`src/rtl/serial_subtractor_pkg.sv`:
```
// Shared types and defaults for the bit-serial subtractor.
// The optional signed-overflow output is enabled by defining SERIAL_SUB_OVF_EN.
package serial_subtractor_pkg;

  localparam int WIDTH_DEFAULT = 8;

  typedef enum logic [1:0] {
    IDLE  = 2'd0,
    SHIFT = 2'd1,
    DONE  = 2'd2
  } state_t;

endpackage

```
`src/rtl/serial_subtractor_if.sv`:
```
// Start/busy/done bundle between the sequencer (master) and the subtractor (slave).
// The ovf signal exists only when SERIAL_SUB_OVF_EN is defined.
interface serial_subtractor_if #(
  parameter int WIDTH = serial_subtractor_pkg::WIDTH_DEFAULT
);

  // Handshake: start is sampled only while busy is low. Operands are captured on
  // that edge. busy then stays high for WIDTH+1 cycles. The last of those cycles
  // carries a one-cycle done pulse, and diff/bout/ovf are valid from that cycle
  // until the next done.
  logic             start;
  logic [WIDTH-1:0] a;
  logic [WIDTH-1:0] b;
  logic             bin;
  logic             busy;
  logic             done;
  logic [WIDTH-1:0] diff;
  logic             bout;
`ifdef SERIAL_SUB_OVF_EN
  logic             ovf;
`endif

  modport master (
    output start, a, b, bin,
    input  busy, done, diff, bout
`ifdef SERIAL_SUB_OVF_EN
    , ovf
`endif
  );

  modport slave (
    input  start, a, b, bin,
    output busy, done, diff, bout
`ifdef SERIAL_SUB_OVF_EN
    , ovf
`endif
  );

endinterface

```
`src/rtl/serial_subtractor_full_subtractor.sv`:
```
// One-bit full subtractor cell: d = a - b - bin, with borrow-out.
module full_subtractor (
  input  logic a,
  input  logic b,
  input  logic bin,
  output logic d,
  output logic bout
);

  assign d    = a ^ b ^ bin;
  assign bout = (~a & b) | (~(a ^ b) & bin);

endmodule

```
`src/rtl/serial_subtractor.sv`:
```
// Bit-serial subtractor: diff = a - b - bin, LSB first, one bit per clock, one shared cell.
// Defining SERIAL_SUB_OVF_EN adds the registered signed-overflow output.
module serial_subtractor
  import serial_subtractor_pkg::*;
#(
  parameter int WIDTH = WIDTH_DEFAULT
) (
  input  logic               clk,
  input  logic               rst_n,
  serial_subtractor_if.slave bus,
  output state_t             fsm_state
);

  localparam int               CNT_W    = $clog2(WIDTH);
  localparam logic [CNT_W-1:0] CNT_LAST = CNT_W'(WIDTH - 1);

  state_t           state;
  state_t           state_next;
  logic [CNT_W-1:0] cnt;
  logic [WIDTH-1:0] a_sr;
  logic [WIDTH-1:0] b_sr;
  logic [WIDTH-2:0] d_sr;
  logic             br;
  logic             d_bit;
  logic             br_next;
  logic             accept;
  logic             last;
  logic [WIDTH-1:0] d_cat;
  logic             done_q;
  logic [WIDTH-1:0] diff_q;
  logic             bout_q;
`ifdef SERIAL_SUB_OVF_EN
  logic             a_msb;
  logic             b_msb;
  logic             ovf_q;
`endif

  full_subtractor u_cell (
    .a    (a_sr[0]),
    .b    (b_sr[0]),
    .bin  (br),
    .d    (d_bit),
    .bout (br_next)
  );

  assign accept = (state == IDLE) && bus.start;
  assign last   = (state == SHIFT) && (cnt == CNT_LAST);
  // d_sr holds the first WIDTH-1 result bits; the cell supplies the MSB on the last step.
  assign d_cat  = {d_bit, d_sr};

  always_ff @(posedge clk or negedge rst_n) begin
    if (!rst_n) begin
      state <= IDLE;
    end else begin
      state <= state_next;
    end
  end

  always_comb begin
    state_next = state;
    case (state)
      IDLE:    if (bus.start) state_next = SHIFT;
      SHIFT:   if (cnt == CNT_LAST) state_next = DONE;
      DONE:    state_next = IDLE;
      default: state_next = IDLE;
    endcase
  end

  always_ff @(posedge clk or negedge rst_n) begin
    if (!rst_n) begin
      cnt    <= '0;
      a_sr   <= '0;
      b_sr   <= '0;
      d_sr   <= '0;
      br     <= 1'b0;
      done_q <= 1'b0;
      diff_q <= '0;
      bout_q <= 1'b0;
`ifdef SERIAL_SUB_OVF_EN
      a_msb  <= 1'b0;
      b_msb  <= 1'b0;
      ovf_q  <= 1'b0;
`endif
    end else begin
      if (accept) begin
        a_sr <= bus.a;
        b_sr <= bus.b;
        br   <= bus.bin;
        cnt  <= '0;
`ifdef SERIAL_SUB_OVF_EN
        a_msb <= bus.a[WIDTH-1];
        b_msb <= bus.b[WIDTH-1];
`endif
      end else if (state == SHIFT) begin
        a_sr <= a_sr >> 1;
        b_sr <= b_sr >> 1;
        br   <= br_next;
        d_sr <= d_cat[WIDTH-1:1];
        if (!last) cnt <= cnt + 1'b1;
      end
      // Results land on the edge entering DONE so they are valid with the done pulse.
      done_q <= last;
      if (last) begin
        diff_q <= d_cat;
        bout_q <= br_next;
`ifdef SERIAL_SUB_OVF_EN
        ovf_q  <= (a_msb ^ b_msb) & (a_msb ^ d_bit);
`endif
      end
    end
  end

  assign bus.busy  = (state != IDLE);
  assign bus.done  = done_q;
  assign bus.diff  = diff_q;
  assign bus.bout  = bout_q;
`ifdef SERIAL_SUB_OVF_EN
  assign bus.ovf   = ovf_q;
`endif
  assign fsm_state = state;

endmodule
```
`src/flat_wrapper.sv`:
```
// flat-port wrapper written by rule: the top's interface ports become plain ports
module serial_subtractor_flat import serial_subtractor_pkg::*;
#(
  parameter int WIDTH = WIDTH_DEFAULT
)
  (clk, rst_n, fsm_state, bus_start, bus_a, bus_b, bus_bin, bus_busy, bus_done, bus_diff, bus_bout);
  serial_subtractor_if #(.WIDTH(WIDTH)) bus_i ();
  input  logic clk;
  input  logic rst_n;
  output state_t fsm_state;
  input wire logic [$bits(bus_i.start)-1:0] bus_start;
  input wire logic [$bits(bus_i.a)-1:0] bus_a;
  input wire logic [$bits(bus_i.b)-1:0] bus_b;
  input wire logic [$bits(bus_i.bin)-1:0] bus_bin;
  output wire logic [$bits(bus_i.busy)-1:0] bus_busy;
  output wire logic [$bits(bus_i.done)-1:0] bus_done;
  output wire logic [$bits(bus_i.diff)-1:0] bus_diff;
  output wire logic [$bits(bus_i.bout)-1:0] bus_bout;
  assign bus_i.start = bus_start;
  assign bus_i.a = bus_a;
  assign bus_i.b = bus_b;
  assign bus_i.bin = bus_bin;
  assign bus_busy = bus_i.busy;
  assign bus_done = bus_i.done;
  assign bus_diff = bus_i.diff;
  assign bus_bout = bus_i.bout;
  serial_subtractor #(.WIDTH(WIDTH)) u_core (.clk(clk), .rst_n(rst_n), .bus(bus_i), .fsm_state(fsm_state));
endmodule
```
`config.mk`:
```
export PLATFORM = sky130hd
export DESIGN_NAME = serial_subtractor_flat
export DESIGN_NICKNAME = d
export VERILOG_FILES = /design/src/rtl/serial_subtractor_pkg.sv /design/src/rtl/serial_subtractor_if.sv /design/src/rtl/serial_subtractor_full_subtractor.sv /design/src/rtl/serial_subtractor.sv /design/src/flat_wrapper.sv
export SDC_FILE = /design/constraint.sdc
export NUM_CORES = 1
export LEC_CHECK = 0
export ABC_AREA = 1
export CAP_MARGIN = 10
export CORE_MARGIN = 2
export CORE_UTILIZATION = 52
export DETAILED_ROUTE_END_ITERATION = 6
export GPL_ROUTABILITY_DRIVEN = 0
export PLACE_DENSITY = 0.8
export RECOVER_POWER = 25
export SLEW_MARGIN = 20
export SYNTH_ARGS = -nofsm -noshare
export SYNTH_HDL_FRONTEND = slang
export SYNTH_SLANG_ARGS = --single-unit
```
`constraint.sdc`:
```
create_clock -name clk -period 1.8 [get_ports clk]
set_input_delay 0.27 -clock clk [delete_from_list [all_inputs] [get_ports clk]]
set_output_delay 0.27 -clock clk [all_outputs]
set_load 0.005 [all_outputs]
```
==> impl_metrics.csv, run 1 <==
group,metric,value,unit
cells_and_area,areaGrowthSynthToFinish,23.5,%
power,power.share.sequential,39.8,%
floorplan,ioPinCount,33,
critical_path,setup.reg_to_reg.worst_slack,0.36,ns
cells_and_area,final_nets,284,
cts,insertion_delay,0.35,ns
sta,fin_skew,0.0134,ns
power,switching_component_of_the_power,1.39,mW
drt,drt_first_pass_iters,4,
critical_path,cell_breakdown_of_the_critical_path,"nor2_8 -> inv_1 -> clkdlybuf4s50_1",
flow_run,drv_cap,0,
sta,hold_viol,0,
power,netSwitchingFraction,36.5,%
cells_and_area,diodes,0,
place,dp.final_hpwl,2410,um
global_routing,wire_length_of_the_first_global_routing_pass,6000,um
cts,htreeDepth,2,
floorplan,die_area,4150,um^2
logic_synthesis,postSynthNetCount,248,
worst_hold_path,hold_end,"u_core.b_sr[7]",
logic_synthesis,post_synth_inst_count,225,
power,p_clk_share,19.0,%
critical_path,max_stage_delay,0.50,ns
logic_synthesis,synthDominantAreaCellType,"dfrtp_1",
cts,clock-root-buffer,"clkbuf_4",
critical_path,setup.worst_path.end_class,"output port",
cts,cts_sinks,39,
cts,cts_tree,"built",
status,status,"completed",
power,p_leak,1.24,nW
worst_hold_path,hold_path_depth,3,
sta,maxSlewViolCount,0,
drt,wl,3430,um
floorplan,core,3420,um^2
sta,achievable-frequency,0.590,GHz
global_routing,gr-usage-met3,5.90,%
floorplan,die_w,64.4,um
global_routing,antenna_found_initial,0,
logic_synthesis,post-synth-top-area-fraction,51.4,%
global_routing,globalRoute.totalOverflow,0,
critical_path,timing.rr.start,"u_core.cnt[0]",
logic_synthesis,biggest_area_contributors_in_the_synthesized_netlist,"dfrtp_1 51%, nand2_1 19%, nand3_1 9.0%",
logic_synthesis,asyncSetResetFlopFracSynth,100,%
sta,slew-limit-headroom,36.2,%
critical_path,critical_path_arrival,1.43,ns
cts,clockBufferDepth,2,
critical_path,criticalPathCategory,"flop to output port",
critical_path,critical_path_required,1.53,ns
floorplan,floorplan.initialDensity,55.6,%
cells_and_area,number_of_standard_cells_in_the_final_layout_excluding_fillers,308,
logic_synthesis,synth_edf_count,0,
critical_path,cpMaxStageDelayCell,"dfrtp_2",
critical_path,critPathLaunchType,"flop",
floorplan,die_y,64.4,um
critical_path,critical_path.reg2reg.endpoint,"u_core.cnt[2]",
global_routing,grt_start_max_net_pins,20,
cells_and_area,final_design_area_no_fill,2340,um^2
logic_synthesis,post_synth_most_frequent_cells,"98 x nand2_1, 39 x dfrtp_1, 34 x nand3_1",
logic_synthesis,synth_seq_area_share,51.4,%
place,placed_instances,299,
global_routing,grt_pass1_vias,1366,
critical_path,worst-path-max-fanout,3,
drt,ant_nets,0,
sta,timing.hold.ws,0.460,ns
logic_synthesis,synth_most_common_cell,"nand2_1",
cts,clk_transition_reported_paths,0.12,ns
drt,drt-vias-per-instance,4.85,
sta,finalCritPeriodShare,94.2,%
sta,post-route-min-period,1.70,ns
power,internal-power,2.42,mW
critical_path,timing.reg2reg.worst_path_depth,7,
global_routing,grt_usage,19.2,%
logic_synthesis,register_bit_count_reported_by_yosys,39,
drt,drc,0,
sta,worst_slew_pin_slew,0.958,ns
power,worst_ir_drop_vdd,0.000690,V
cells_and_area,layout_cells_sized_above_1,11.5,%
logic_synthesis,ys_warn_count,0,
global_routing,grt-busiest-layer,"met2",
logic_synthesis,synth_ff_type,"dfrtp_1",
power,power_per_cell_area,1630,nW/um^2
cts,post-cts-setup-buffer-count,0,
logic_synthesis,total_standard_cell_area_after_synthesis,1900,um^2
power,pwr-share-comb,41.3,%
drt,detailroute.via_count,1494,
logic_synthesis,ys_types,20,
cts,numCtsBuffers,5,
drt,drt_iter0_drc,62,
logic_synthesis,syn_area_per_cell,8.44,um^2
floorplan,fp-row-count,21,
worst_hold_path,min_path_type,"primary input to flop",
sta,timing.final.setup_violations,0,
drt,routed_wire_length_per_instance,11.1,um
cells_and_area,nFillCells,308,
critical_path,worstPathBufferInverterCount,2,
global_routing,grtUsageMet2,31.6,%
worst_hold_path,hold_path_startpoint,"bus_b[7]",
place,dp_slack,0.144,ns
global_routing,groute.layer.met1.usage,23.4,%
sta,fin_setup_tns,0,ns
sta,layout_setup_ws,0.105,ns
sta,grt_setup_unrepaired,"false",
place,port-buffer-count,32,
place,dpl_cell_area,2230,um^2
critical_path,critPathTopFamily,"flip-flops",
-- routing by layer --
layer	vias to the layer above	wire, um
met5	-	0
met1	678	1540
met3	5	177
met4	0	46
li1	769	-
met2	42	1660
-- through the flow --
step | power, mW | utilization [%]
2_1_floorplan | 2.65 | -
3_3_place_gp | 3.06 | 65.4
3_5_place_dp | 3.11 | 65.4
4_1_cts | 3.84 | 68.6
5_1_grt | 4.15 | 68.6
6_report | 3.81 | 68.6
-- flip-flops by register name (all words and copies together) (netlist names) --
| register | flops |
|---|---|
| u_core.fsm_state | 2 |
| u_core.b_sr | 8 |
| u_core.bus.done | 1 |
| u_core.bus.bout | 1 |
| u_core.br | 1 |
| u_core.d_sr | 7 |
| u_core.bus.diff | 8 |
| u_core.cnt | 3 |
| u_core.a_sr | 8 |
-- worst max-delay path by stage --
stage | start | endpoint | slack (ns) | depth (start not counted)
floorplan | u_core.cnt[0] | u_core.cnt[0] | 0.51 | 7
global placement | bus_start | u_core.b_sr[0] | 0.20 | 4
detailed placement | bus_start | u_core.b_sr[0] | 0.14 | 4
CTS | u_core.fsm_state[1] | bus_busy | 0.02 | 3
global route | u_core.fsm_state[0] | bus_busy | 0.03 | 3
finish | u_core.fsm_state[1] | bus_busy | 0.10 | 3
-- worst register-to-register path, stage by stage, from the launching register on --
cell     delay [ns]
dfrtp_1        0.42
ha_1           0.21
ha_1           0.20
inv_1          0.13
nand3_1        0.17
inv_1          0.14
nand2_1        0.06
nand2_1        0.06
-- power by group through the flow --
stage | combinational, mW | sequential [mW] | clock (mW)
floorplan | 1.16 | 1.49 | 0
global placement | 1.54 | 1.52 | 0
detailed placement | 1.59 | 1.52 | 0
CTS | 1.60 | 1.51 | 0.734
global route | 1.81 | 1.56 | 0.781
finish | 1.57 | 1.51 | 0.722
-- cells in the final DEF (no fill, tap or decap), drive strengths merged --
cell / count
clkdlybuf4s50: 31
nand3: 36
buf: 4
nand2: 104
clkbuf: 8
ha: 2
inv: 24
o21ai: 7
dfrtp: 39
fa: 1
bufinv: 2
dlygate4sd3: 1
nor2: 3
-- timing repair --
| action | in CTS | in global routing |
|---|---|---|
| hold buffers | 1 | 0 |
| gates resized for setup | 0 | 2 |
| setup endpoints to repair | 0 | 2 |
| hold endpoints to repair | 17 | 0 |
-- layout make-up --
| class | count | area (um^2) | area share (%) |
|---|---|---|---|
| Tap cell | 46 | 57.6 | 2.46 |
| Inverter | 24 | 95.1 | 4.06 |
| Timing Repair Buffer | 38 | 359 | 15.3 |
| Clock buffer | 6 | 41.3 | 1.76 |
| Clock inverter | 2 | 60.1 | 2.56 |
| Sequential cell | 39 | 978 | 41.8 |
| Multi-Input combinational cell | 153 | 752 | 32.1 |
-- kinds of logic (layout without fill, tap and decap cells) --
logic type               Yosys count  after routing  synth area share [%]
AND/OR/NAND/NOR                  143            143                  34.2
AO/OA/AOI/OAI                      7              7                  3.03
flip-flops                        39             39                  51.4
buffers and inverters             33             70                  8.96
adder cells (fa/ha/maj)            3              3                  2.37
Note: power is estimated with default switching activity, not from simulation.
==> run 2, diff against run 1 <==
--- a/config.mk
+++ b/config.mk
@@ -16,4 +16,5 @@
 export SLEW_MARGIN = 20
 export SYNTH_ARGS = -nofsm -noshare
 export SYNTH_HDL_FRONTEND = slang
+export SYNTH_HIERARCHICAL = 1
 export SYNTH_SLANG_ARGS = --single-unit
==> impl_metrics.csv, run 2 <==
group,metric,value,unit
drt,ant_nets,0,
cells_and_area,post-route-util,68.6,%
cts,clock-root-buffer,"clkbuf_4",
critical_path,critPathLaunchType,"flop",
place,placed_instances,298,
floorplan,die_w,64.3,um
logic_synthesis,postSynthNetCount,248,
logic_synthesis,total_standard_cell_area_after_synthesis,1890,um^2
logic_synthesis,asyncSetResetFlopFracSynth,100,%
global_routing,groute.layer.met1.usage,23.9,%
power,power_per_cell_area,1630,nW/um^2
sta,fin_setup_tns,0,ns
cells_and_area,layout_cells_sized_above_1,10.3,%
worst_hold_path,hold_end,"u_core/a_sr[7]",
cts,insertion_delay,0.35,ns
cts,htreeDepth,2,
logic_synthesis,biggest_area_contributors_in_the_synthesized_netlist,"dfrtp_1 52%, nand2_1 19%, nand3_1 9.5%",
place,port-buffer-count,32,
floorplan,die_y,64.3,um
sta,slew-limit-headroom,32.2,%
power,p_leak,1.23,nW
power,worst_ir_drop_vdd,0.000765,V
cells_and_area,final_cell_mix,"98 x nand2_1, 38 x dfrtp_1, 36 x nand3_1",
floorplan,ioPinCount,33,
global_routing,grtUsageMet2,30.7,%
sta,hold_viol,0,
logic_synthesis,syn_area_per_cell,8.39,um^2
sta,achievable-frequency,0.583,GHz
drt,drt_first_pass_iters,5,
cts,post-cts-setup-buffer-count,0,
critical_path,setup.worst_path.end_class,"output port",
global_routing,grt_start_max_net_pins,23,
critical_path,critical_path_required,1.53,ns
logic_synthesis,synth_ff_type,"dfrtp_1",
logic_synthesis,synth_most_common_cell,"nand2_1",
cells_and_area,diodes,0,
worst_hold_path,hold_path_depth,3,
cts,clk_transition_reported_paths,0.12,ns
cells_and_area,number_of_standard_cells_in_the_final_layout_excluding_fillers,307,
worst_hold_path,hold_path_startpoint,"bus_a[7]",
sta,layout_setup_ws,0.0852,ns
cts,cts_tree,"built",
logic_synthesis,ys_types,19,
sta,fin_skew,0.00758,ns
floorplan,die_area,4130,um^2
floorplan,fp-row-count,21,
critical_path,setup.reg_to_reg.worst_slack,0.34,ns
global_routing,grt_usage,19.2,%
sta,grt_setup_unrepaired,"false",
drt,drc,0,
place,dp.final_hpwl,2320,um
critical_path,critical_path.reg2reg.endpoint,"u_core/cnt[1]",
worst_hold_path,min_path_type,"primary input to flop",
logic_synthesis,synth_seq_area_share,51.7,%
global_routing,grt-busiest-layer,"met2",
drt,routed_wire_length_per_instance,10.7,um
global_routing,grt_pass1_vias,1362,
logic_synthesis,register_bit_count_reported_by_yosys,39,
cts,numCtsBuffers,5,
sta,maxSlewViolCount,0,
status,status,"completed",
drt,detailroute.via_count,1476,
global_routing,wire_length_of_the_first_global_routing_pass,6020,um
logic_synthesis,post-synth-top-area-fraction,51.7,%
sta,finalCritPeriodShare,95.3,%
cells_and_area,areaGrowthSynthToFinish,24.1,%
place,dp_slack,0.182,ns
cts,clockBufferDepth,2,
logic_synthesis,post_synth_most_frequent_cells,"98 x nand2_1, 39 x dfrtp_1, 36 x nand3_1",
logic_synthesis,ys_warn_count,6,
cells_and_area,final_nets,283,
drt,drt_iter0_drc,107,
critical_path,criticalPathCategory,"flop to output port",
global_routing,antenna_found_initial,0,
logic_synthesis,post_synth_inst_count,225,
power,design_power_total,3.81,mW
global_routing,gr-usage-met3,5.63,%
critical_path,timing.reg2reg.worst_path_depth,7,
cells_and_area,mostFrequentLayoutCell,"nand2_1",
drt,wl,3290,um
global_routing,globalRoute.totalOverflow,0,
cts,cts_sinks,39,
drt,drt-vias-per-instance,4.81,
floorplan,floorplan.initialDensity,55.3,%
sta,timing.final.setup_violations,0,
critical_path,worst-path-max-fanout,3,
logic_synthesis,synthDominantAreaCellType,"dfrtp_1",
sta,post-route-min-period,1.71,ns
floorplan,core,3420,um^2
critical_path,timing.rr.start,"u_core/cnt[0]",
flow_run,drv_cap,0,
sta,worst_slew_pin_slew,1.02,ns
logic_synthesis,synth_edf_count,0,
critical_path,critical_path_arrival,1.44,ns
## run 2: power by group
| group | leakage [nW] | switching, mW | internal, mW |
|---|---|---|---|
| registers | 0.491 | 0.244 | 1.27 |
| clock network | 0.0514 | 0.298 | 0.432 |
| logic | 0.686 | 0.860 | 0.703 |
## run 2: layout make-up
| type | instances | area (um^2) |
|---|---|---|
| well taps | 46 | 57.6 |
| inverters | 24 | 95.1 |
| clock inverters | 3 | 67.6 |
| repair buffers | 37 | 367 |
| fillers | 288 | 1070 |
| clock buffers | 5 | 37.5 |
| flip-flops and latches | 39 | 977 |
| multi-input cells | 153 | 742 |
## run 2: worst max-delay path by stage
stage / from / to
global route: u_core/fsm_state[0] / bus_busy
finish: u_core/fsm_state[0] / bus_busy
detailed placement: bus_start / u_core/a_sr[6]
global placement: bus_start / u_core/b_sr[6]
CTS: u_core/fsm_state[1] / bus_busy
floorplan: u_core/cnt[0] / u_core/cnt[0]
## run 2: through the flow
step                hold WS [ns]  area [um^2]
floorplan                -0.0256         1890
CTS                        0.366         2340
finish                     0.467         2340
global placement           0.230         2230
detailed placement         0.231         2230
global route               0.471         2340
## run 2: kinds of logic (layout without fill, tap and decap cells)
family	after synthesis	after routing	synth area share, %
flops	39	39	51.7
fa+ha+maj	3	3	2.39
simple gates	143	143	33.9
compound gates	7	7	3.05
buf+inv	33	69	9.01
## run 2: timing repair
item,4_1_cts,5_1_grt
hold buffers,1,0
endpoints found under the setup margin,0,1
resized for setup,0,1
endpoints found under the hold margin,17,0
## run 2: worst max-delay path: stages (launching register included)
cell and delay, ns:
dfrtp_1 0.48, nor2_8 0.06, inv_1 0.05, clkdlybuf4s50_1 0.50
## run 2: layer usage
layer | wire [um] | vias to the layer above
met5 | 0 | -
met4 | 50 | 0
met3 | 190 | 6
met2 | 1560 | 42
met1 | 1490 | 658
li1 | - | 770
